## src/rtl/scan_pkg.sv

```systemverilog
// Shared encodings for the decoder scan sequencer: FSM states and scan direction.
package scan_pkg;

  typedef enum logic [1:0] {
    S_IDLE  = 2'd0,
    S_SEEK  = 2'd1,
    S_DWELL = 2'd2
  } state_e;

  localparam logic DIR_UP = 1'b0;
  localparam logic DIR_DN = 1'b1;

endpackage

```

## src/rtl/scan_dwell_timer.sv

```systemverilog
// Per-channel dwell down-counter: load sets the count, then it decrements to a saturated zero.
module scan_dwell_timer #(
  parameter int unsigned DWELL_W = 8
) (
  input  logic               clk,
  input  logic               rst,
  input  logic               load,
  input  logic [DWELL_W-1:0] value,
  output logic               zero
);

  logic [DWELL_W-1:0] cnt_q;

  always_ff @(posedge clk or posedge rst) begin
    if (rst) begin
      cnt_q <= '0;
    end else if (load) begin
      cnt_q <= value;
    end else if (cnt_q != '0) begin
      cnt_q <= cnt_q - DWELL_W'(1);
    end
  end

  assign zero = (cnt_q == '0);

endmodule

```

## src/rtl/decoder_scan_sequencer.sv

```systemverilog
// Walks a binary select index over enabled channels, holding each for dwell+1 cycles,
// to drive an external SEL_W-to-2**SEL_W one-hot decoder.
module decoder_scan_sequencer
  import scan_pkg::*;
#(
  parameter int unsigned SEL_W   = 3,
  parameter int unsigned DWELL_W = 8
) (
  input  logic                    clk,
  input  logic                    rst,
  input  logic                    start,
  input  logic                    stop,
  input  logic                    continuous,
  input  logic                    dir,
  input  logic [(1<<SEL_W)-1:0]   chan_mask,
  input  logic [DWELL_W-1:0]      dwell,
  output logic [SEL_W-1:0]        sel,
  output logic                    active,
  output logic                    step,
  output logic                    busy,
  output logic                    done
);

  localparam int unsigned N = 1 << SEL_W;

  state_e             state_q;
  logic [SEL_W-1:0]   sel_q;
  logic               active_q, step_q, busy_q, done_q;
  logic [N-1:0]       mask_q;
  logic [DWELL_W-1:0] dwell_q;
  logic               dir_q, cont_q;

  logic               at_end_c, hit_c, tmr_load_c, tmr_zero;
  logic [SEL_W-1:0]   sel_next_c;

  // Next index wraps naturally on SEL_W bits; the end boundary depends on direction.
  assign sel_next_c = (dir_q == DIR_UP) ? sel_q + SEL_W'(1) : sel_q - SEL_W'(1);
  assign at_end_c   = (dir_q == DIR_UP) ? (sel_q == SEL_W'(N - 1)) : (sel_q == '0);
  assign hit_c      = mask_q[sel_q];
  assign tmr_load_c = (state_q == S_SEEK) && hit_c && !stop;

  scan_dwell_timer #(.DWELL_W(DWELL_W)) u_timer (
    .clk   (clk),
    .rst   (rst),
    .load  (tmr_load_c),
    .value (dwell_q),
    .zero  (tmr_zero)
  );

  always_ff @(posedge clk or posedge rst) begin
    if (rst) begin
      state_q  <= S_IDLE;
      sel_q    <= '0;
      active_q <= 1'b0;
      step_q   <= 1'b0;
      busy_q   <= 1'b0;
      done_q   <= 1'b0;
      mask_q   <= '0;
      dwell_q  <= '0;
      dir_q    <= DIR_UP;
      cont_q   <= 1'b0;
    end else begin
      step_q <= 1'b0;
      done_q <= 1'b0;
      if (stop) begin
        state_q  <= S_IDLE;
        active_q <= 1'b0;
        busy_q   <= 1'b0;
      end else begin
        case (state_q)
          S_IDLE: begin
            if (start) begin
              mask_q  <= chan_mask;
              dwell_q <= dwell;
              dir_q   <= dir;
              cont_q  <= continuous;
              if (chan_mask == '0) begin
                done_q <= 1'b1;
              end else begin
                sel_q   <= (dir == DIR_DN) ? SEL_W'(N - 1) : '0;
                state_q <= S_SEEK;
                busy_q  <= 1'b1;
              end
            end
          end
          S_SEEK: begin
            if (hit_c) begin
              state_q  <= S_DWELL;
              active_q <= 1'b1;
              step_q   <= 1'b1;
            end else if (at_end_c && !cont_q) begin
              // Single pass ran off the end with no channel left to present.
              state_q <= S_IDLE;
              busy_q  <= 1'b0;
              done_q  <= 1'b1;
            end else begin
              sel_q <= sel_next_c;
            end
          end
          S_DWELL: begin
            if (tmr_zero) begin
              active_q <= 1'b0;
              if (at_end_c && !cont_q) begin
                state_q <= S_IDLE;
                busy_q  <= 1'b0;
                done_q  <= 1'b1;
              end else begin
                sel_q   <= sel_next_c;
                state_q <= S_SEEK;
              end
            end
          end
          default: begin
            state_q  <= S_IDLE;
            active_q <= 1'b0;
            busy_q   <= 1'b0;
          end
        endcase
      end
    end
  end

  assign sel    = sel_q;
  assign active = active_q;
  assign step   = step_q;
  assign busy   = busy_q;
  assign done   = done_q;

endmodule
```

## config.mk

```make
export PLATFORM = sky130hd
export DESIGN_NAME = decoder_scan_sequencer
export DESIGN_NICKNAME = d
export VERILOG_FILES = /design/src/rtl/scan_pkg.sv /design/src/rtl/scan_dwell_timer.sv /design/src/rtl/decoder_scan_sequencer.sv
export SDC_FILE = /design/constraint.sdc
export NUM_CORES = 1
export LEC_CHECK = 0
export CORE_UTILIZATION = 25
export DETAILED_ROUTE_END_ITERATION = 12
export GPL_ROUTABILITY_DRIVEN = 0
export GPL_TIMING_DRIVEN = 0
export PLACE_DENSITY_LB_ADDON = 0.12
export RECOVER_POWER = 50
export SYNTH_ARGS = -nofsm -noshare
export SYNTH_HDL_FRONTEND = slang
export SYNTH_HIERARCHICAL = 1
export SYNTH_SLANG_ARGS = --single-unit
```

## constraint.sdc

```tcl
create_clock -name clk -period 2.5 [get_ports clk]
set_clock_uncertainty 0.2 [all_clocks]
set_input_delay 0.375 -clock clk [delete_from_list [all_inputs] [get_ports clk]]
set_output_delay 0.375 -clock clk [all_outputs]
set_load 0.005 [all_outputs]
```

== Word level (Yosys, flattened, before mapping) ==
Cells that the tools add are included.

* Logic and storage cells: 89
* Input bits: 22
* Output and inout port bits: 7
* Bits in registers: 35

* Bitwise operators: 1
* $add $sub $neg: 3
* Mux-type cells: 42
* Eq/ne operators: 14
* Reductions and logical operators: 17
* Order comparisons: 1

{| class="wikitable"
|+ Operators with widths
! cell !! count
|-
| 2-to-1 mux 1 bit || 21
|-
| 2-to-1 mux 3 bit || 7
|-
| logical NOT 8 bit || 2
|-
| 2-to-1 mux 8 bit || 2
|-
| inequality test 3 bit (second input constant) || 5
|-
| 2-to-1 mux 2 bit || 6
|-
| inequality test 2 bit (second input constant) || 5
|-
| one-hot mux 1 bit (3 select lines) || 3
|-
| one-hot mux 3 bit (3 select lines) || 1
|-
| AND reduction 4 bit || 2
|-
| nonzero test 8 bit || 1
|-
| subtractor 8 x 1 -> 8 bit (second input constant) || 1
|-
| one-hot mux 2 bit (3 select lines) || 1
|-
| AND reduction 3 bit || 2
|-
| AND reduction 6 bit || 1
|-
| less-than comparator 3 x 4 -> 1 bit (second input constant) || 1
|-
| inequality test 4 x 3 -> 1 bit (second input constant) || 1
|-
| adder 3 x 1 -> 3 bit (second input constant) || 1
|-
| binary-select mux 1 bit (select 3 bit) || 1
|-
| == test 3 bit (second input constant) || 1
|-
| logical AND 1 bit || 3
|-
| logical NOT 3 bit || 1
|-
| nonzero test 3 bit || 1
|-
| subtractor 3 x 1 -> 3 bit (second input constant) || 1
|-
| other kinds (6) || 7
|}

== Logic depth before layout (Yosys ltp) ==
* Word-level depth: 7
* Depth in mapped cells: 10
* Gate-level depth less buffers: 9

== Modules after synthesis ==
Netlist, hierarchy kept.

{| class="wikitable"
|+ Modules (own cells, without submodules)
! module !! area an instance (µm²) !! cells an instance !! seq. area each (µm²) !! times used
|-
| decoder_scan_sequencer || 1376.3 || 110 || 675.6 || 1
|-
| scan_dwell_timer || 496.7 || 56 || 200.2 || 1
|}

== Least setup slack after synthesis ==
No wires, ideal clock.

* Path kind: register to register
* From: register u_timer.cnt_q[0]
* To: register sel_q[1], in the netlist sel[1]
* Data arrival time: 2340 ps
* Path slack: -167 ps
* Stages on the path, launching flop included: 11
* Setup time: 127 ps
* Path buffers: 1
* Cells stage by stage: dfrtp_1 > inv_1 > ha_1 > or4b_1 > buf_2 > nor2_2 > nand2b_1 > nor2b_1 > a31o_2 > nand4_4 > mux2_1

* Longest elaborated chain between the ends: 3

{| class="wikitable"
|+ RTL lines
! what !! line !! RTL
|-
| start, declared || scan_dwell_timer.sv:12 || <nowiki>logic [DWELL_W-1:0] cnt_q;</nowiki>
|-
| start signal, assigned || scan_dwell_timer.sv:18 || <nowiki>cnt_q <= value;</nowiki>
|-
| start signal, assigned || scan_dwell_timer.sv:20 || <nowiki>cnt_q <= cnt_q - DWELL_W'(1);</nowiki>
|-
| logical NOT 8 bit || scan_dwell_timer.sv:24 || <nowiki>assign zero = (cnt_q == '0);</nowiki>
|-
| net tmr_zero || decoder_scan_sequencer.sv:33 || <nowiki>logic at_end_c, hit_c, tmr_load_c, tmr_zero;</nowiki>
|-
| inequality test 2 bit (no line) || -- ||
|-
| AND reduction 6 bit (no line) || -- ||
|-
| end signal, assigned || decoder_scan_sequencer.sv:80 || <nowiki>sel_q <= (dir == DIR_DN) ? SEL_W'(N - 1) : '0;</nowiki>
|-
| end signal, assigned || decoder_scan_sequencer.sv:97 || <nowiki>sel_q <= sel_next_c;</nowiki>
|-
| end signal, assigned || decoder_scan_sequencer.sv:108 || <nowiki>sel_q <= sel_next_c;</nowiki>
|-
| end, declared || decoder_scan_sequencer.sv:27 || <nowiki>logic [SEL_W-1:0] sel_q;</nowiki>
|}

The timed path passes the listed nets, and every way through them passes these cells.
A chain may end at the register's enable or synchronous reset.

== Worst setup path in the final report ==
* From: register u_timer.cnt_q[0]
* To: register sel_q[2], in the netlist sel[2]

Same word-level chain as after synthesis.

==> out/results.ini <==
[synthesis]
synth_common_cells = 35 x dfrtp_1, 18 x mux2_2, 13 x inv_1
ys.warnings.count = 6
async_flop_share_pct = 100
synth_seq_area_share_pct = 46.8
synth_nets = 194
ys_ff_latch = 35
synth_top_cell_by_area = dfrtp_1
synth_edf_count = 0
syn_area_mm2 = 0.00187
post-synth-top-count-cell = dfrtp_1
synth_flop_cell = dfrtp_1
synth_cells = 166
synth_top_area_share_pct = 46.8
syn_avg_cell_area_um2 = 11.3
synth_area_leaders = dfrtp_1 47%, mux2_2 11%, ha_1 3.3%
ys_types = 50

[clock_network]
cts_sinks = 35
cts_root_buf = clkbuf_8
clkTransAtPathRegs_ns = 0.08
cts_tree = yes
cts_buffers = 5
insertion_delay_ns = 0.29
htree_levels = 2
hold_buffers = 0
cts_buffer_depth = 2

[worst_setup_path]
cpPeakStageDelay_ns = 0.49
worst-r2r-setup-slack_ns = 0.06
critPathKind = reg2reg
worst_setup_path_end_kind = flop
critPathTopFamily = simple AND/OR/NAND/NOR gates
crit_required_ns = 2.48
cp_cell_sequence = inv_2 -> ha_4 -> or4b_4 -> nor2_4 -> nand2b_4 -> nor2b_4 -> a31o_4 -> nand4_4 -> mux2_4
startpoint_type = flop
timing.critical_path.buf_inv = 1
arrival_ns = 2.42
path_max_fanout = 5
cp_slowest_cell = or4b_4

[die]
coreArea_mm2 = 0.00725
die_area_mm2 = 0.00784
die_h_um = 88.6
io_pins = 29
start_util_pct = 25.8
rows = 31
die_w_um = 88.6

[routing]
drt_iter0_drc = 59
drt_wl_total_mm = 4.57
ant_nets = 0
via_per_inst = 4.63
drc_errors = 0
wl_per_cell_um = 14.8
drt-pass1-iter-count = 4
vias = 1431

[global_routing]
track_usage_pct = 12.9
grt_antenna_before_repair = 0
grt_pass1_wl_mm = 7.39
first_global_vias = 1510
grt_max_degree = 28
overflow = 0

[timing]
rsz0062_at_grt = yes
finalSetupViolCount = 0
fmax_ghz = 0.409
hold_viol = 0
tns_ns = 0
finalCriticalPeriod_ns = 2.44
relSlewSlack_pct = 26.1
final-max-slew-violation-count = 0
worst_pin_slew_ns = 1.11
period_share_pct = 97.8

[pwr]
p_per_area_mw_per_mm2 = 1220
totalPowerFinal_uw = 3040
cellLeakagePower_uw = 0.00104
ir_drop_v = 0.000290

[hold_path]
hold_path_class = reg2reg

[finish]
layout-drive-gt1-share_pct = 25.7
final_nets = 237
areaGrowthSynthToFinish_pct = 32.6
antenna_cells = 0

[placed_design]
io_buffer_count = 28
hpwl_mm = 3.24

[run]
cap_violations = 0

[status]
status = complete, no violations

-- where the power goes --
part	internal (uW)	switching, uW	total, uW
registers	841	201	1040
clock network	196	222	418
logic	855	727	1580
total	1890	1150	3040
-- path summary, 6_finish.rpt --
kind / start / to / cells past startpoint
max in group asynchronous: rst / dwell_q[4] / 2
setup reg to reg: u_timer/cnt_q[0] / sel[2] / 9
hold / removal: dwell_q[5] / u_timer/cnt_q[5] / 2
min in group asynchronous: rst / u_timer/cnt_q[2] / 2
setup / recovery: u_timer/cnt_q[0] / sel[2] / 9
hold reg to reg: dwell_q[5] / u_timer/cnt_q[5] / 2
-- state kept, by name (all words and copies together) (netlist names) --
| register | cells |
|---|---|
| active | 1 |
| dwell_q | 8 |
| u_timer/cnt_q | 8 |
| mask_q | 8 |
| state_q | 2 |
| sel | 3 |
| cont_q | 1 |
| step | 1 |
| dir_q | 1 |
| done | 1 |
| busy | 1 |
-- layer usage --
layer / global-route usage (%) / up-vias / share of wire, % / routed length [um]
met1: 16.8 / 708 / 50 / 2270
met4: 4.84 / 0 / 1.3 / 60
met5: 0 / - / 0 / 0
met3: 3.26 / 6 / 3.6 / 165
li1: - / 687 / - / -
met2: 20.5 / 30 / 45 / 2070
-- metrics by stage --
stage,setup WS [ns],instances,utilization [%],area (um2),hold slack (ns)
after global routing,-0.0313,309,34.2,2480,0.329
after detailed placement,-0.279,293,32.0,2320,0.284
after CTS,0.0420,307,34.0,2460,0.201
after global placement,-0.280,293,32.0,2320,0.261
after floorplan,0.0111,166,-,1910,-0.00934
final,0.0556,309,34.2,2480,0.293
-- final cells by class --
type / instances / area (um2)
Buffer: 5 / 28.8
Clock buffer: 7 / 76.3
Clock inverter: 1 / 5.00
Fill cell: 739 / 4770
Inverter: 13 / 48.8
Multi-Input combinational cell: 112 / 977
Sequential cell: 35 / 876
Tap cell: 99 / 124
Timing Repair Buffer: 37 / 348
-- cell families after synthesis --
logic type / Yosys count / synth area share, %
simple gates: 44 / 14.2
flops: 35 / 46.8
compound gates: 32 / 12.6
mux: 26 / 15.9
buf+inv: 19 / 4.27
fa+ha+maj: 6 / 4.41
xor+xnor: 4 / 1.87
-- tightest hold or removal path, stage by stage, from the launching register on --
cell	delay (ns)
dfrtp_1	0.36
nand2_1	0.05
o41ai_1	0.05
-- cells in the final DEF (no fill, tap or decap), types with 3 or more instances in the layout --
master,instances
buf_4,9
clkdlybuf4s50_1,22
nand2_1,7
dlygate4sd3_1,6
nor2b_1,3
o31ai_1,5
ha_1,4
clkbuf_8,5
mux2_2,18
nor2_1,7
inv_1,11
nor3_1,5
dfrtp_1,35
mux2i_1,5
xnor2_1,4
a21oi_1,6
clkbuf_1,4
-- timing repair --
item                                    CTS  global route
buffers inserted                          7             2
endpoints found under the hold margin     0             0
gates resized for setup                   8             1
pin swaps                                 1             2
endpoints found under the setup margin   14             9
No activity file was read; power rests on OpenSTA's default activity.
